**src/rtl/config_pkg.sv**
```systemverilog
// Core configuration record. The init sequencer only carries it through, so
// this slice holds just the fields the cache checks for sanity.
package config_pkg;

  typedef struct packed {
    int unsigned XLEN;
    int unsigned VLEN;
  } cva6_cfg_t;

  localparam cva6_cfg_t cva6_cfg_empty = '0;

endpackage

```
**src/rtl/std_cache_pkg.sv**
```systemverilog
// Shared types and geometry of the standard non-blocking L1 data cache,
// including the state type of the invalidate-all sequencer.
package std_cache_pkg;

  localparam int unsigned DCACHE_LINE_WIDTH  = 128;
  localparam int unsigned DCACHE_NUM_WORDS   = 256;
  localparam int unsigned DCACHE_SET_ASSOC   = 8;
  localparam int unsigned DCACHE_BYTE_OFFSET = $clog2(DCACHE_LINE_WIDTH / 8);
  localparam int unsigned DCACHE_INDEX_WIDTH = $clog2(DCACHE_NUM_WORDS) + DCACHE_BYTE_OFFSET;

  // One dirty bit per byte of the line plus the line valid bit.
  typedef struct packed {
    logic [DCACHE_LINE_WIDTH/8-1:0] dirty;
    logic                           valid;
  } vldrty_t;

  typedef enum logic [1:0] {
    RST,
    CLEAR,
    IDLE
  } init_state_e;

endpackage

```
**src/rtl/dcache_init_sequencer.sv**
```systemverilog
// Walks every set of the L1 data cache and clears valid/dirty in all ways,
// once after reset (unless init_ni is low) and on every invalidate-all request.
//
//   state | meaning
//   ------+-------------------------------------------------------------
//   RST   | first cycle after reset; samples init_ni
//   CLEAR | issuing one valid/dirty clear per set through the arbiter slot
//   IDLE  | cache usable; waits for inv_req_i
module dcache_init_sequencer
  import std_cache_pkg::*;
#(
  parameter config_pkg::cva6_cfg_t CVA6Cfg    = config_pkg::cva6_cfg_empty,
  parameter int unsigned           NumWords   = DCACHE_NUM_WORDS,
  parameter int unsigned           SetAssoc   = DCACHE_SET_ASSOC,
  parameter int unsigned           IndexWidth = DCACHE_INDEX_WIDTH,
  parameter int unsigned           ByteOffset = DCACHE_BYTE_OFFSET
) (
  input  logic                           clk_i,
  input  logic                           rst_ni,
  input  logic                           init_ni,
  input  logic                           inv_req_i,
  output logic                           inv_ack_o,
  output logic                           busy_o,
  output logic [SetAssoc-1:0]            req_o,
  output logic [IndexWidth-1:0]          addr_o,
  output logic                           we_o,
  output vldrty_t [SetAssoc-1:0]         be_o,
  input  logic                           gnt_i
);

  localparam int unsigned IdxW = $clog2(NumWords);

  if (NumWords < 2 || (NumWords & (NumWords - 1)) != 0) begin : g_bad_num_words
    $error("dcache_init_sequencer: NumWords must be a power of two >= 2");
  end
  if (IndexWidth < IdxW + ByteOffset) begin : g_bad_index_width
    $error("dcache_init_sequencer: IndexWidth too narrow for NumWords and ByteOffset");
  end
  if (CVA6Cfg.XLEN != 0 && CVA6Cfg.XLEN != 32 && CVA6Cfg.XLEN != 64) begin : g_bad_xlen
    $error("dcache_init_sequencer: unsupported XLEN in core configuration");
  end

  init_state_e           state_q, state_d;
  logic [IdxW-1:0]       idx_q, idx_d;
  logic                  ack_q, ack_d;
  logic [SetAssoc-1:0]   req_q;
  logic                  we_q;
  logic                  busy_q;
  vldrty_t [SetAssoc-1:0] be_q, be_d;

  always_comb begin
    state_d = state_q;
    idx_d   = idx_q;
    ack_d   = 1'b0;
    unique case (state_q)
      RST: begin
        idx_d   = '0;
        state_d = init_ni ? CLEAR : IDLE;
      end
      // The request is still high during the ack cycle; only a request that
      // survives past the ack starts another walk.
      IDLE: begin
        if (inv_req_i && !ack_q) begin
          state_d = CLEAR;
          idx_d   = '0;
        end
      end
      CLEAR: begin
        if (gnt_i) begin
          if (idx_q == IdxW'(NumWords - 1)) begin
            state_d = IDLE;
            ack_d   = inv_req_i;
          end else begin
            idx_d = idx_q + IdxW'(1);
          end
        end
      end
      default: state_d = RST;
    endcase
  end

  always_comb begin
    be_d = '0;
    if (state_d == CLEAR) be_d = '1;
  end

  // Outputs are registered from the next state so they line up with state_q.
  always_ff @(posedge clk_i or negedge rst_ni) begin
    if (!rst_ni) begin
      state_q <= RST;
      idx_q   <= '0;
      ack_q   <= 1'b0;
      req_q   <= '0;
      we_q    <= 1'b0;
      be_q    <= '0;
      busy_q  <= 1'b1;
    end else begin
      state_q <= state_d;
      idx_q   <= idx_d;
      ack_q   <= ack_d;
      req_q   <= {SetAssoc{state_d == CLEAR}};
      we_q    <= (state_d == CLEAR);
      be_q    <= be_d;
      busy_q  <= (state_d != IDLE);
    end
  end

  assign inv_ack_o = ack_q;
  assign busy_o    = busy_q;
  assign req_o     = req_q;
  assign we_o      = we_q;
  assign be_o      = be_q;
  assign addr_o    = IndexWidth'(idx_q) << ByteOffset;

endmodule

```
**config.mk**
```make
export PLATFORM = sky130hd
export DESIGN_NAME = dcache_init_sequencer
export DESIGN_NICKNAME = d
export VERILOG_FILES = /design/src/rtl/config_pkg.sv /design/src/rtl/std_cache_pkg.sv /design/src/rtl/dcache_init_sequencer.sv
export SDC_FILE = /design/constraint.sdc
export NUM_CORES = 1
export LEC_CHECK = 0
export CAP_MARGIN = 20
export CORE_UTILIZATION = 29
export DETAILED_ROUTE_END_ITERATION = 8
export GPL_ROUTABILITY_DRIVEN = 0
export HOLD_SLACK_MARGIN = 0.12
export MAX_ROUTING_LAYER = met4
export PLACE_DENSITY_LB_ADDON = 0.1
export SLEW_MARGIN = 15
export SYNTH_ARGS = -nofsm -noshare
export SYNTH_HDL_FRONTEND = slang
export SYNTH_SLANG_ARGS = --single-unit
```
**constraint.sdc**
```tcl
create_clock -name clk_i -period 3.1 [get_ports clk_i]
set_input_delay 0.62 -clock clk_i [delete_from_list [all_inputs] [get_ports clk_i]]
set_output_delay 0.62 -clock clk_i [all_outputs]
set_load 0.02 [all_outputs]
```
==> results of run 1 <==
[worst max-delay path, cell delays in order, from the launching register on]
cell,delay [ns]
dfrtp_4,0.57
buf_4,0.33
clkdlybuf4s50_1,0.68
[cell type report]
class / count / share of cell area (%)
multi-input combinational: 52 / 13.97
clock buffer: 4 / 1.842
tap: 75 / 3.838
sequential: 13 / 13.51
inverter: 2 / 0.3071
timing repair buffer: 162 / 66.53
[power breakdown]
part / switching, mW / internal (mW) / total [mW]
clock network: 0.0590 / 0.0907 / 0.150
logic: 1.70 / 1.52 / 3.23
registers: 0.0973 / 0.220 / 0.317
total: 1.86 / 1.83 / 3.69
[kinds of logic after synthesis]
| group | after synthesis | share of synthesized area [%] |
|---|---|---|
| AO/OA/AOI/OAI | 22 | 8.404 |
| adder cells (fa/ha/maj) | 1 | 0.6943 |
| buffers and inverters | 153 | 63.54 |
| flip-flops | 13 | 18.13 |
| multiplexers | 2 | 1.250 |
| other | 1 | 0.2081 |
| AND/OR/NAND/NOR | 23 | 7.777 |
[sequential cells by signal (all words and copies together) (netlist names)]
name and flops:
state_q 2, busy_o 1, inv_ack_o 1, idx_q 8, be_o 1
[metrics by stage]
stage	setup WS (ns)	instance area, um^2	std cells
2_1_floorplan	0.5951	1814	218
3_3_place_gp	0.7847	2400	304
3_5_place_dp	0.7484	2400	304
4_1_cts	0.6212	2445	308
5_1_grt	0.5557	2445	308
6_report	0.6494	2445	308
[layer usage]
| metal | share of wire, % | global-route usage [%] | wire [um] |
|---|---|---|---|
| met5 | 0 | - | 0 |
| met3 | 7.7 | 1.236 | 296 |
| met4 | 0.84 | 3.214 | 32 |
| met1 | 36 | 9.939 | 1366 |
| met2 | 56 | 20.25 | 2133 |
[worst paths after layout]
path,start,end,slack (ns),cells past startpoint
min in group asynchronous,rst_ni,inv_ack_o,0.76,1
setup reg to reg,state_q[0],idx_q[5],1.39,4
max in group asynchronous,rst_ni,be_o[15],1.89,1
hold / removal,idx_q[2],idx_q[2],0.55,1
hold reg to reg,idx_q[2],idx_q[2],0.55,1
setup / recovery,be_o[15],we_o,0.65,2
[layout by cell type, fill, tap and decap left out, types with 2 or more instances in the layout]
cell and count:
nor2_1 4, o21ai_0 2, inv_1 2, mux2_2 2, nand4_1 2, o31ai_1 2, or3_1 2, clkbuf_8 3
o41ai_1 2, a21oi_1 6, nand2_1 2, nand3_1 2, dfrtp_1 11, or4_1 2, clkdlybuf4s50_1 159, a21o_1 2
nand2b_1 2, nor2b_1 2, buf_4 2, conb_1 4
==> metrics.csv, run 1 <==
metric,value,unit
largest area contributor in the netlist,buf_4,
total power,3.692,mW
Netlist Area Pre-Place,1802,um^2
MaxCap Viol Count,0,
vias per inst,3.938,
Placement Rows,28,
Max VDD drop,0.7700,mV
clk sink count,13,
Synth area leaders,"buf_4 (62%), dfrtp_1 (17%), a21oi_1 (1.7%)",
number of global-route vias before repair,929,
Starting Density,30.25,%
die width,80.82,um
YS warnings,0,
Setup Viol. Count Final,0,
Setup Skew,0.002531,ns
CTS H-tree lvls,1,
DIE HEIGHT,80.82,um
Worst-Margin Slew,0.6007,ns
post_cts resized,0,
Nets,240,
Max Root-Sink Buffers,2,
Synth top cells by count,"buf_4 (148), dfrtp_1 (12), a21oi_1 (6)",
post-DP HPWL,2960,um
part of the cycle the worst path needs,79.05,%
# diodes,0,
Tot GR Track Use,10.12,%
most frequent cell after synthesis,buf_4,
Multi-input gate area,341.6,um^2
first-pass GRT wire length,5016,um
drt pass-1 iters,4,
hold_buf cts,0,
initial antenna violation count,0,
RSZ-0062 raised after global routing,no,
status,completed,
Starting DRT DRC Count,30,
crit end category,primary output,
DR WL/cell,12.43,um
IO Port Bufs,159,
drt total wl,3829,um
Final Hold Viols,0,
pin count of the biggest net entering global routing,58,
Core Region,5956,um^2
CP Max Fanout,33,
Final min period,2.451,ns
post-synthesis cell type count,35,
Avg Synthesized Cell Area,8.380,um^2
CTS tree,built,
"Slew Viols, Final",0,
async set-or-reset flop fraction in the synthesized netlist,100.0,%
layout cell share with drive strength beyond 1,4.721,%
Fmax,0.4081,GHz
area grow syn2layout,35.69,%
Num CTS Buffers,3,
CP required,2.48,ns
Mapped Cells,215,
CP Launch Type,flop,
CP Class,reg -> out,
hold slack final,0.5527,ns
number of setup buffers added after CTS,0,
die area,6532,um^2
setup TNS,0,ns
"FF+latch count, synth",13,
commonest register cell after synthesis,dfrtp_1,
DRC,0,
sequential area share after synthesis,18.13,%
Lkg Pwr,1.001,nW
Post-synth EDFFs,0,
CP Data Arrival Time,1.83,ns
PwrDens,1510,nW/um^2
Ports,164,
Worst slew margin,59.83,%
share of the synthesized area in the top cell type,61.67,%
Clock Latency Late Sink,0.24,ns
sequential cell area,330.3,um^2
gr ovfl total,0,
Filler Cell Count,575,
Worst-path clk slew,0.05,ns
Post-DRT Antenna Nets,0,
Layout Utilization,41.05,%
Vias,1213,
root buffer cell,clkbuf_8,
worst hold-check path type,reg -> reg,
(Power assumes the default switching activity.)
==> run 2: changes to the inputs <==
==> constraint.sdc (replaced) <==
create_clock -name clk_i -period 2 [get_ports clk_i]
set_input_delay 0.4 -clock clk_i [delete_from_list [all_inputs] [get_ports clk_i]]
set_output_delay 0.4 -clock clk_i [all_outputs]
set_load 0.02 [all_outputs]
==> metrics.csv, run 2 (same netlist as run 1, synthesis figures left out) <==
metric,value,unit
Placement Setup Slack,-0.06556,ns
Max Root-Sink Buffers,2,
first-pass GRT wire length,5064,um
MaxCap Viol Count,0,
Final min period,1.959,ns
Num CTS Buffers,3,
Core Region,5956,um^2
initial antenna violation count,0,
Cell Int Power,2.754,mW
Fmax,0.5103,GHz
root buffer cell,clkbuf_8,
number of flip-flops in the largest register,8,
Final Hold Viols,0,
number of global-route vias before repair,935,
CTS tree,built,
DIE HEIGHT,80.82,um
IO Port Bufs,159,
DR WL/cell,13.09,um
Placement Rows,28,
met2 routed wirelength,2070,um
combinational power share,87.9,%
vias per inst,3.888,
Seq pwr share,7.9,%
largest registers,"idx_q x8, state_q x2",
"Slew Viols, Final",0,
fin area,2663,um^2
met3 wire length,409,um
Setup Skew,0.002803,ns
Filler Cell Count,562,
Clock Latency Late Sink,0.24,ns
most frequent cells in the layout,"clkdlybuf4s50_1 (82), dlymetal6s2s_1 (67), dfrtp_1 (11), dlygate4sd2_1 (10), a21oi_1 (6)",
Setup Viol. Count Final,0,
Clock power frac,4.2,%
CP Class,reg -> out,
part of the cycle the worst path needs,97.97,%
Reg2Reg Depth,5,
gr ovfl total,0,
Lkg Pwr,1.074,nW
CP Max Fanout,52,
Post-DRT Antenna Nets,0,
Ports,164,
CP required,1.60,ns
drt total wl,4098,um
die area,6532,um^2
status,completed,
Worst Setup EP,be_o[132],
PnR worst setup slack,0.04054,ns
CP Data Arrival Time,1.56,ns
hold_buf cts,0,
placed inst area,2462,um^2
Sw Pwr,2.898,mW
Tot GR Track Use,10.15,%
reg-to-reg setup timing slack,0.30,ns
"commonest non-fill, non-tap cell in the layout",clkdlybuf4s50_1,
Crit. Startpoint,be_o[15],
Vias,1217,
most flop-heavy register,idx_q,
worst hold-check path type,in -> async,
post-DP HPWL,3013,um
met1 WL,1582,um
Max VDD drop,1.078,mV
layout cell share with drive strength beyond 1,6.723,%
# diodes,0,
DRC,0,
number of setup buffers added after CTS,0,
Worst-path clk slew,0.05,ns
CTS H-tree lvls,1,
crit end category,primary output,
total power,5.652,mW
Starting Density,30.25,%
CP Launch Type,flop,
PwrDens,2123,nW/um^2
pin count of the biggest net entering global routing,53,
die width,80.82,um
switching fraction of total power,51.27,%
Nets,245,
clk sink count,13,
Starting DRT DRC Count,41,
r2r startpoint,idx_q[0],
Top Metal Used,met4,
area grow syn2layout,47.78,%
drt pass-1 iters,4,
endpoint of the worst register-to-register path,be_o[15],
## run 2: cell types whose count changed in the layout (fill, tap and decap cells not counted)
cell,change
clkdlybuf4s50_1,-77
dlymetal6s2s_1,+67
dlygate4sd2_1,+10
buf_4,+3
buf_12,+2
## run 2: layer usage
metal | track usage, % | vias to the layer above
met5 | - | -
met4 | 3.214 | 0
met3 | 1.124 | 5
met2 | 19.16 | 81
met1 | 10.97 | 540
li1 | - | 591
## run 2: worst min-delay path by stage
| stage | start | to | slack [ns] | cells past startpoint |
|---|---|---|---|---|
| 4_1_cts | rst_ni | inv_ack_o | 0.48 | 1 |
| 6_report | rst_ni | idx_q[3] | 0.46 | 1 |
| 3_5_place_dp | idx_q[2] | idx_q[2] | 0.53 | 1 |
| 2_1_floorplan | rst_ni | idx_q[0] | 0.10 | 0 |
| 3_3_place_gp | idx_q[2] | idx_q[2] | 0.53 | 1 |
| 5_1_grt | rst_ni | inv_ack_o | 0.51 | 1 |
## run 2: power groups by stage
stage,clock [mW],sequential (mW),combinational (mW)
floorplan,0,0.711,3.87
CTS,0.242,0.450,5.13
detailed placement,0,0.450,5.20
global route,0.250,0.465,5.19
global placement,0,0.457,5.26
finish,0.235,0.449,4.97
## run 2: layout make-up
type / count / area, um^2 / share of cell area [%]
Tap cell: 75 / 93.84 / 3.524
Inverter: 2 / 7.507 / 0.2820
Sequential cell: 13 / 330.3 / 12.41
Multi-Input combinational cell: 52 / 341.6 / 12.83
Clock buffer: 4 / 45.04 / 1.692
Timing Repair Buffer: 167 / 1844 / 69.27
## run 2: per-stage QoR
step	util (%)	setup TNS, ns	hold WS (ns)	std cells
2_1_floorplan	-	0	0.1044	218
3_3_place_gp	41.34	-0.02129	0.5299	309
3_5_place_dp	41.34	-0.1470	0.5295	309
4_1_cts	41.89	0	0.4817	313
5_1_grt	44.71	-0.05802	0.5065	313
6_report	44.71	0	0.4618	313
## run 2: timing repair
action	CTS	global route
hold endpoints to repair	0	0
gates resized for setup	10	67
setup endpoints to repair	15	132
## run 2: worst max-delay path: stages, from the launching register on
cell,delay [ns]
dfrtp_4,0.47
buf_12,0.20
clkdlybuf4s50_1,0.63
